<file path="src/rtl/timer_pkg.sv">
// Shared types and helpers for the timer control stage that feeds the
// cascaded counter chain.
package timer_pkg;

   localparam int STATE_W = 2;

   typedef enum logic [STATE_W-1:0] {
      IDLE  = 2'b00,
      RUN   = 2'b01,
      PAUSE = 2'b10
   } timer_state_t;

   // Counter width able to hold 0..n-1, never narrower than one bit.
   function automatic int cnt_width(input int n);
      return (n > 1) ? $clog2(n) : 1;
   endfunction

endpackage

</file>
<file path="src/rtl/timer_ctrl_debouncer.sv">
// Two-flop synchronizer plus level debouncer for one raw push-button;
// emits a one-cycle press pulse on each debounced rising edge.
module debouncer
   import timer_pkg::*;
#(
   parameter int DB_CYCLES = 3
) (
   input  logic ck,
   input  logic rst_s,
   input  logic btn,
   output logic press
);

   localparam int            CW       = cnt_width(DB_CYCLES);
   localparam logic [CW-1:0] CNT_LAST = CW'(DB_CYCLES - 1);
   localparam logic [CW-1:0] CNT_ONE  = CW'(1);

   logic          s1_q;
   logic          s2_q;
   logic          db_q;
   logic          db_d;
   logic          db_prev_q;
   logic [CW-1:0] cnt_q;
   logic [CW-1:0] cnt_d;

   // Debounced level only follows s2 after it has disagreed for DB_CYCLES edges.
   always_comb begin
      cnt_d = '0;
      db_d  = db_q;
      if (s2_q != db_q) begin
         if (cnt_q == CNT_LAST) begin
            db_d  = s2_q;
            cnt_d = '0;
         end else begin
            cnt_d = cnt_q + CNT_ONE;
         end
      end else begin
         cnt_d = '0;
      end
   end

   always_ff @(posedge ck) begin
      if (rst_s) begin
         s1_q      <= 1'b0;
         s2_q      <= 1'b0;
         cnt_q     <= '0;
         db_q      <= 1'b0;
         db_prev_q <= 1'b0;
      end else begin
         s1_q      <= btn;
         s2_q      <= s1_q;
         cnt_q     <= cnt_d;
         db_q      <= db_d;
         db_prev_q <= db_q;
      end
   end

   assign press = db_q & ~db_prev_q;

endmodule

</file>
<file path="src/rtl/timer_ctrl.sv">
// Start/stop/clear control for the counter chain: debounced buttons drive an
// IDLE/RUN/PAUSE machine, a RUN-only prescaler makes enb, and clr pulses once.
module timer_ctrl
   import timer_pkg::*;
#(
   parameter int DIV       = 4,
   parameter int DB_CYCLES = 3
) (
   input  logic               ck,
   input  logic               rst_s,
   input  logic               btn_ss,
   input  logic               btn_clr,
   output logic               enb,
   output logic               clr,
   output logic               running,
   output logic [STATE_W-1:0] state
);

   localparam int            PW       = cnt_width(DIV);
   localparam logic [PW-1:0] PRE_LAST = PW'(DIV - 1);
   localparam logic [PW-1:0] PRE_ONE  = PW'(1);

   logic         ss_press;
   logic         clr_press;
   timer_state_t state_q;
   timer_state_t state_d;
   logic [PW-1:0] pre_q;
   logic [PW-1:0] pre_d;
   logic         enb_q;
   logic         enb_d;
   logic         clr_q;
   logic         clr_d;
   logic         running_q;
   logic         running_d;

   debouncer #(.DB_CYCLES(DB_CYCLES)) u_db_ss (
      .ck    (ck),
      .rst_s (rst_s),
      .btn   (btn_ss),
      .press (ss_press)
   );

   debouncer #(.DB_CYCLES(DB_CYCLES)) u_db_clr (
      .ck    (ck),
      .rst_s (rst_s),
      .btn   (btn_clr),
      .press (clr_press)
   );

   // A clear press overrides a simultaneous start/stop press.
   always_comb begin
      state_d = state_q;
      clr_d   = 1'b0;
      if (clr_press) begin
         state_d = IDLE;
         clr_d   = 1'b1;
      end else if (ss_press) begin
         case (state_q)
            IDLE:    state_d = RUN;
            RUN:     state_d = PAUSE;
            PAUSE:   state_d = RUN;
            default: state_d = IDLE;
         endcase
      end else begin
         state_d = state_q;
      end
   end

   // Prescaler advances only on edges spent entirely in RUN; entry and pause
   // edges hold it so a resumed run finishes the interrupted period.
   always_comb begin
      pre_d = pre_q;
      enb_d = 1'b0;
      if (state_d == IDLE) begin
         pre_d = '0;
      end else if ((state_q == RUN) && (state_d == RUN)) begin
         if (pre_q == PRE_LAST) begin
            pre_d = '0;
            enb_d = 1'b1;
         end else begin
            pre_d = pre_q + PRE_ONE;
         end
      end else begin
         pre_d = pre_q;
      end
      running_d = (state_d == RUN);
   end

   always_ff @(posedge ck) begin
      if (rst_s) begin
         state_q   <= IDLE;
         pre_q     <= '0;
         enb_q     <= 1'b0;
         clr_q     <= 1'b0;
         running_q <= 1'b0;
      end else begin
         state_q   <= state_d;
         pre_q     <= pre_d;
         enb_q     <= enb_d;
         clr_q     <= clr_d;
         running_q <= running_d;
      end
   end

   assign enb     = enb_q;
   assign clr     = clr_q;
   assign running = running_q;
   assign state   = state_q;

endmodule

</file>
<file path="config.mk">
export PLATFORM = sky130hd
export DESIGN_NAME = timer_ctrl
export DESIGN_NICKNAME = d
export VERILOG_FILES = /design/src/rtl/timer_pkg.sv /design/src/rtl/timer_ctrl_debouncer.sv /design/src/rtl/timer_ctrl.sv
export SDC_FILE = /design/constraint.sdc
export NUM_CORES = 1
export LEC_CHECK = 0
export CAP_MARGIN = 20
export CORE_MARGIN = 3
export CORE_UTILIZATION = 50
export CTS_CLUSTER_SIZE = 10
export DETAILED_ROUTE_END_ITERATION = 10
export PLACE_DENSITY = 0.83
export RECOVER_POWER = 100
export SLEW_MARGIN = 20
export SYNTH_ARGS = -nofsm -noshare
export SYNTH_HDL_FRONTEND = slang
export SYNTH_SLANG_ARGS = --single-unit
</file>
<file path="constraint.sdc">
create_clock -name ck -period 2.46 [get_ports ck]
set_input_delay 0.492 -clock ck [delete_from_list [all_inputs] [get_ports ck]]
set_output_delay 0.492 -clock ck [all_outputs]
set_load 0.005 [all_outputs]
</file>
* After elaboration in Yosys (flattened, before gate mapping)
Index checks and enable logic that the tools add are counted.
** Word-level totals
- Bits in registers :: 19
- Input bits :: 4
- Output and inout port bits :: 5
- Logic and storage cells :: 49
** Cells by class
- $add $sub $neg :: 3
- Equal/unequal tests :: 8
- Mux-type cells :: 6
- Bitwise gates (word level) :: 7
- Reductions and logical operators :: 10
** Operator list (number)
- OR reduction 3 bit :: 3
- == test 2 bit, second input constant :: 4
- adder 2 x 1 -> 2 bit, second input constant :: 3
- two-way mux 2 bit :: 3
- inverter 1 bit :: 5
- == test 2 x 1 -> 1 bit, second input constant :: 2
- zero test 2 bit :: 2
- one-hot mux 2 bit (2 select lines) :: 1
- AND reduction 2 bit :: 2
- OR reduction 2 bit :: 2
- bitwise AND 1 bit :: 2
- two-way mux 1 bit :: 2
- inequality test 1 bit :: 2
- logical AND 1 bit :: 1

* Depth between registers and ports, before layout
Gate-level depths: netlist of the first run.
- Depth after elaboration :: 9
- Depth in mapped cells :: 4
- Mapped depth without buffers :: 4

* Hierarchy
Synthesis of the first run repeated with hierarchy kept, for this count alone.
** Second synthesis, totals
- Cells, all modules :: 64
- Area, all modules :: 694.4 um^2
** By module, submodules not included
- debouncer :: instances 2, cells each 17, area each 196.4 um^2, seq. area each 120.1 um^2
- timer_ctrl :: instances 1, cells each 30, area each 301.5 um^2, seq. area each 140.1 um^2

* Worst setup path after synthesis of the first run
Ideal clock, no wire load.
- Path type :: input port to flip-flop
- Start :: input port rst_s
- End :: register u_db_clr.cnt_q[0]
- Setup time :: 65 ps
- Arrival time :: 1113 ps
- Required time :: 2395 ps
- Slack :: 1283 ps
- Stages :: 3
- Buffers on the path :: 1
- Path through :: clkbuf_1 -> or3_1 -> nor2_1
** On the way
- Word-level cells in the longest chain between the ends :: 1
** RTL lines
- start, declared :: line timer_ctrl.sv:10 : input logic rst_s,
- OR reduction 3 bit (no line)
- end signal, assigned :: line timer_ctrl_debouncer.sv:52 : cnt_q <= cnt_d;
- end, declared :: line timer_ctrl_debouncer.sv:23 : logic [CW-1:0] cnt_q;
Every way passes these cells.
A chain may end at the register's enable or synchronous reset.

* Final worst setup path of the first run
- Start :: register state_q[0] (netlist: state[0])
- End :: output port state[0]
** RTL lines
- start, declared :: line timer_ctrl.sv:25 : timer_state_t state_q;
- start signal, assigned :: line timer_ctrl.sv:97 : state_q <= state_d;
- end, declared :: line timer_ctrl.sv:16 : output logic [STATE_W-1:0] state
No word-level cell between the ends.

==> flow_summary.json, run 1 <==
{
  "ys_top_cells_by_area": "dfxtp_1 54%, nor2b_1 7.2%, ha_1 5.4%",
  "holdCritStartpoint": "u_db_ss.cnt_q[0]$_SDFF_PP0_",
  "cp_slowest_cell": "dlygate4sd3_1",
  "ys_types": 18,
  "antenna_cells": 0,
  "syn-cell-area_um2": 699,
  "startpoint_type": "flop",
  "synthSimpleGateAreaFrac_pct": 24.9,
  "yosys.area.top_type": "dfxtp_1",
  "ys.warnings.count": 0,
  "tns_ns": 0,
  "antenna_found_initial": 0,
  "setup_viol": 0,
  "overflow": 0,
  "hp-class": "reg2reg",
  "hold_violations": 0,
  "cts_hold_buf": 0,
  "cp-end-kind": "output pin",
  "hpwl_um": 785,
  "cts_buffers": 3,
  "synthAdderAreaFrac_pct": 5.37,
  "fin_skew_ns": 0.00576,
  "tightest_slew_ns": 0.425,
  "synth_compound_area_share_pct": 5.72,
  "gp_congestion": 0.713,
  "core_area_um2": 1200,
  "yosysTopAreaCellShare_pct": 54.4,
  "synth_edf_count": 0,
  "power.density_nw_per_um2": 588,
  "drt_iter0_drc": 6,
  "netlist_instances": 65,
  "wl_met3_um": 66,
  "io_pins": 9,
  "crit_family": "buffers and inverters",
  "clk_latency_ns": 0.29,
  "route.vias.total": 486,
  "track_usage_pct": 11.7,
  "synth_top_family_by_area": "simple AND/OR/NAND/NOR gates",
  "cts_resized": 0,
  "rsz0062_at_grt": "false",
  "clock_path_buffers": 2,
  "dp.cells": 86,
  "r2r_cells": 3,
  "r2r_slack_ns": 1.08,
  "r2r_start": "u_db_ss.db_q$_SDFFE_PP0P_",
  "cp_num_buf_inv": 1,
  "slew_violations": 0,
  "layout.cells.non_filler": 90,
  "hold_end": "u_db_ss.cnt_q[0]$_SDFF_PP0_",
  "synth-seq-cells": 19,
  "synth_mux_area_share_pct": 4.29,
  "grt_pass1_wl_um": 1650,
  "fillCellCount": 113,
  "peakVddDrop_v": 0.000545,
  "io_buffers": 8,
  "std_cell_rows": 12,
  "required_ns": 1.97,
  "nNetsFinal": 84,
  "slew_headroom_pct": 70.8,
  "ys_seq_area_share_pct": 54.4,
  "worstPathCellList": "dlygate4sd3_1",
  "fmax_mhz": 565,
  "clock_sinks": 19,
  "avgSynthCellArea_um2": 10.8,
  "clk_pin_slew_ns": 0.10,
  "critPathKind": "reg2out",
  "antenna_left": 0,
  "grt_max_degree": 13,
  "finalCriticalPeriod_ns": 1.77,
  "critPathMaxStageDelay_ns": 0.59,
  "syn_nets": 72,
  "holdPathStages": 1,
  "fin_crit_sh_pct": 72.0,
  "die_w_um": 43.4,
  "drive_gt1_share_pct": 5.26,
  "vias_per_cell": 5.40,
  "routed-wl-met2_um": 446,
  "area_growth_pct": 16.3,
  "synthXorXnorAreaFrac_pct": 3.76,
  "wl_per_cell_um": 11.4,
  "drv_cap": 0,
  "p_leak_nw": 0.309,
  "drcViolationCount": 0,
  "cts_root_buf": "clkbuf_4",
  "cts_setup_buffers": 0,
  "drtPass1Iterations": 4,
  "wirelength_um": 1030,
  "dieArea_um2": 1880,
  "cp.arrival_ns": 1.28,
  "async_flop_share_pct": 0,
  "status": "finished, final reports clean",
  "h-tree-depth": 1,
  "timing.rr.end": "running$_SDFF_PP0_",
  "tritoncts": "done",
  "cp_max_fo": 4,
  "die_h_um": 43.4,
  "initial_core_util_pct": 58.2,
  "top_layer": "met4",
  "grt_pass1_vias": 420,
  "post-route-util_pct": 67.7,
  "wl_met1_um": 490,
  "synth_flop_cell": "dfxtp_1"
}
cells in the final DEF, fill, tap and decap left out:
| cell | n |
|---|---|
| dfxtp_1 | 19 |
| nor2_1 | 9 |
| nor2b_1 | 8 |
| dlygate4sd3_1 | 6 |
| xnor2_1 | 3 |
| mux2i_1 | 3 |
| nand2b_1 | 3 |
| nand4_1 | 3 |
| ha_1 | 3 |
| clkbuf_4 | 3 |
| inv_1 | 2 |
| or3_1 | 2 |
| o31ai_1 | 2 |
| a221oi_1 | 2 |
| clkdlybuf4s50_1 | 2 |
| and2b_4 | 1 |
| and2b_1 | 1 |
| nor4b_1 | 1 |
| or2b_1 | 1 |
| a211oi_1 | 1 |
| clkbuf_1 | 1 |
cell type report:
class                      count  area (µm²)  area share [%]
clock buffer                   4        26.3            3.23
inverter                       2        7.51           0.923
multi-input combinational     43         302            37.1
sequential                    19         380            46.8
tap                           14        17.5            2.15
timing repair buffer           8        80.1            9.85
Yosys cell counts (2+ instances only):
library cell	instances
xnor2_1	3
nand4_1	3
inv_1	2
nor2_1	9
dfxtp_1	19
ha_1	3
nand2b_1	3
nor2b_1	8
a221oi_1	2
o31ai_1	2
or3_1	2
mux2i_1	3
stage by stage:
| step | worst slack (ns) | hold WS, ns | power, W | instance area (µm²) |
|---|---|---|---|---|
| 6_report | 0.690 | 0.418 | 0.000479 | 813 |
| 4_1_cts | 0.748 | 0.421 | 0.000482 | 820 |
| 2_1_floorplan | 1.28 | 0.391 | 0.000328 | 699 |
| 5_1_grt | 0.652 | 0.434 | 0.000494 | 813 |
| 3_5_place_dp | 0.704 | 0.406 | 0.000335 | 793 |
| 3_3_place_gp | 0.762 | 0.400 | 0.000334 | 793 |
worst max-delay path by stage:
stage,from,end,slack [ns],depth (start not counted)
floorplan,rst_s,u_db_clr.cnt_q[0]$_SDFF_PP0_,1.28,3
global placement,rst_s,pre_q[1]$_SDFFE_PP0P_,0.76,3
detailed placement,rst_s,pre_q[1]$_SDFFE_PP0P_,0.70,3
CTS,state[0]$_SDFF_PP0_,state[0],0.75,1
global route,state[0]$_SDFF_PP0_,state[0],0.65,1
finish,state[0]$_SDFF_PP0_,state[0],0.69,1
sequential cells by signal (all words and copies together) (netlist names):
register / count
clr: 1
enb: 1
pre_q: 2
running: 1
state: 2
u_db_clr.cnt_q: 2
u_db_clr.db_prev_q: 1
u_db_clr.db_q: 1
u_db_clr.s1_q: 1
u_db_clr.s2_q: 1
u_db_ss.cnt_q: 2
u_db_ss.db_prev_q: 1
u_db_ss.db_q: 1
u_db_ss.s1_q: 1
u_db_ss.s2_q: 1
worst register-to-register path, stage by stage, from the launching register on:
cell and delay, ns:
dfxtp_1 0.40, and2b_4 0.20, mux2i_1 0.41, nor4b_1 0.27
power by group:
| group | internal [W] | switching, W | leakage [nW] |
|---|---|---|---|
| clock network | 0.0000630 | 0.0000885 | 0.0150 |
| logic | 0.00000780 | 0.00000595 | 0.140 |
| registers | 0.000312 | 0.00000171 | 0.154 |
| total | 0.000382 | 0.0000962 | 0.309 |
logic make-up (layout without fill, tap and decap cells):
family                     Yosys count  in the layout
and+or+nand+nor                     29             29
AOI/OAI and AO/OA                    5              5
DFF                                 19             19
xor gates and xnor gates             3              3
adders and majority gates            3              3
muxes                                3              3
buffers and inverters                3             14
routing by layer:
layer  global-route usage (%)  up-vias
li1                         -      243
met1                     13.7      215
met2                     19.5       22
met3                     4.98        6
met4                     3.61        0
met5                        0        -
Power figures use the tool's default switching activity.
==> inputs of run 2 (changes only) <==
CORE_UTILIZATION = 45   (was 50)
PLACE_DENSITY = 0.8   (was 0.83)
clock period = 1.5 ns   (was 2.46 ns; I/O delays follow)
==> run 2 against run 1 <==
Wire length is 4.3% lower. Final cell count is 2.2% higher. Total power is 64% higher. Combinational power is 71% higher. Sequential share of layout area is 0.77 points lower. Clock power is 63% higher. Die area is 9.5% higher. Sequential cell count stayed put. Register-to-register slack worse by 0.90 ns. Critical endpoint is now state[1]. First-iteration DRC count is 17% lower. Non-clock buffer count is 1 higher.
==> flow_summary.json, run 2 (synthesis results as in run 1) <==
{
  "overflow": 0,
  "h-tree-depth": 1,
  "cp_max_fo": 4,
  "hpwl_um": 774,
  "tns_ns": 0,
  "drcViolationCount": 0,
  "core_area_um2": 1380,
  "area_growth_pct": 18.6,
  "required_ns": 1.20,
  "layout.cells.non_filler": 92,
  "nNetsFinal": 85,
  "gp_congestion": 0.816,
  "crit_family": "buffers and inverters",
  "slew_violations": 0,
  "rsz0062_at_grt": "false",
  "fin_skew_ns": 0.00321,
  "critPathKind": "reg2out",
  "initial_core_util_pct": 50.6,
  "peakVddDrop_v": 0.000834,
  "grt_pass1_vias": 458,
  "grt_pass1_wl_um": 1770,
  "track_usage_pct": 12.5,
  "io_pins": 9,
  "drive_gt1_share_pct": 9.09,
  "antenna_cells": 0,
  "drt_iter0_drc": 5,
  "cts_buffers": 3,
  "route.vias.total": 466,
  "drv_cap": 0,
  "clk_latency_ns": 0.29,
  "clock_sinks": 19,
  "fmax_mhz": 696,
  "cts_root_buf": "clkbuf_4",
  "antenna_found_initial": 0,
  "io_buffers": 8,
  "dieArea_um2": 2060,
  "cp.arrival_ns": 1.14,
  "fillCellCount": 119,
  "post-route-util_pct": 60.0,
  "clock_path_buffers": 2,
  "worstPathCellList": "clkdlybuf4s50_1",
  "total_power_w": 0.000785,
  "status": "finished, final reports clean",
  "final_common_cell": "dfxtp_1",
  "finalCriticalPeriod_ns": 1.44,
  "die_w_um": 45.4,
  "power.density_nw_per_um2": 946,
  "antenna_left": 0,
  "grt_max_degree": 12,
  "p_leak_nw": 0.316,
  "setup_viol": 0,
  "slew_headroom_pct": 70.6,
  "cp-end-kind": "output pin",
  "cp_num_buf_inv": 1,
  "tritoncts": "done",
  "clk_pin_slew_ns": 0.10,
  "vias_per_cell": 5.07,
  "place_ws_ns": 0.136,
  "fin_crit_sh_pct": 95.8,
  "critPathMaxStageDelay_ns": 0.49,
  "std_cell_rows": 13,
  "hp-class": "reg2reg",
  "cp_slowest_cell": "clkdlybuf4s50_1",
  "worst_slack_ns": 0.0631,
  "drtPass1Iterations": 3,
  "startpoint_type": "flop",
  "wl_per_cell_um": 10.7,
  "cts_hold_buf": 0,
  "tightest_slew_ns": 0.439,
  "wirelength_um": 983,
  "dp.cells": 88,
  "die_h_um": 45.4,
  "hold_violations": 0,
  "mostFrequentLayoutCells": "18 x dfxtp_1, 9 x nor2_1, 8 x nor2b_1, 6 x clkdlybuf4s50_1"
}
## run 2: changes by cell type in the layout (fill, tap and decap cells not counted), sizes merged
cell           delta
dlymetal6s2s      +1
clkdlybuf4s50     +4
clkinv            +1
dlygate4sd3       -5
## run 2: where the power goes
group	switching, W	internal, W	total [W]
registers	0.00000250	0.000511	0.000513
logic	0.0000101	0.0000133	0.0000234
clock network	0.000149	0.0000992	0.000248
## run 2: path summary, 6_finish.rpt
path | from | to | slack (ns) | cells after the start
worst max-delay path | state[1]$_SDFF_PP0_ | state[1] | 0.06 | 1
worst min-delay path | u_db_ss.cnt_q[0]$_SDFF_PP0_ | u_db_ss.cnt_q[0]$_SDFF_PP0_ | 0.42 | 1
worst max register to register | u_db_ss.db_q$_SDFFE_PP0P_ | running$_SDFF_PP0_ | 0.18 | 3
worst min register to register | u_db_ss.cnt_q[0]$_SDFF_PP0_ | u_db_ss.cnt_q[0]$_SDFF_PP0_ | 0.42 | 1
## run 2: worst register-to-register path, cell delays in order (launching register included)
cell and delay, ns:
dfxtp_1 0.41, and2b_4 0.21, mux2i_1 0.38, nor4b_2 0.25
## run 2: area by class of cell
type                    instances  area (µm²)  share of cell area, %
clock buffers                   3        22.5                   2.71
clock inverters                 1        5.00                  0.603
inverters                       2        7.51                  0.905
multi-input cells              43         308                   37.1
flip-flops and latches         19         382                   46.0
well taps                      15        18.8                   2.26
repair buffers                  9        86.3                   10.4
## run 2: per-stage QoR
stage	hold WS (ns)	cell area, µm²
2_1_floorplan	0.379	699
3_3_place_gp	0.397	802
3_5_place_dp	0.404	802
4_1_cts	0.419	831
5_1_grt	0.442	830
6_report	0.416	830
## run 2: per-layer routing
layer,global-route usage [%],part of all wire (%),up-vias
li1,-,-,250
met1,14.0,48,207
met2,18.4,45,7
met5,0,0,-
met4,5.26,1.2,0
met3,8.30,5.8,2
## run 2: what timing repair did
action	in CTS	in global routing
endpoints found under the setup margin	1	2
pin swaps	0	0
resized for setup	1	2
buffers inserted	0	0
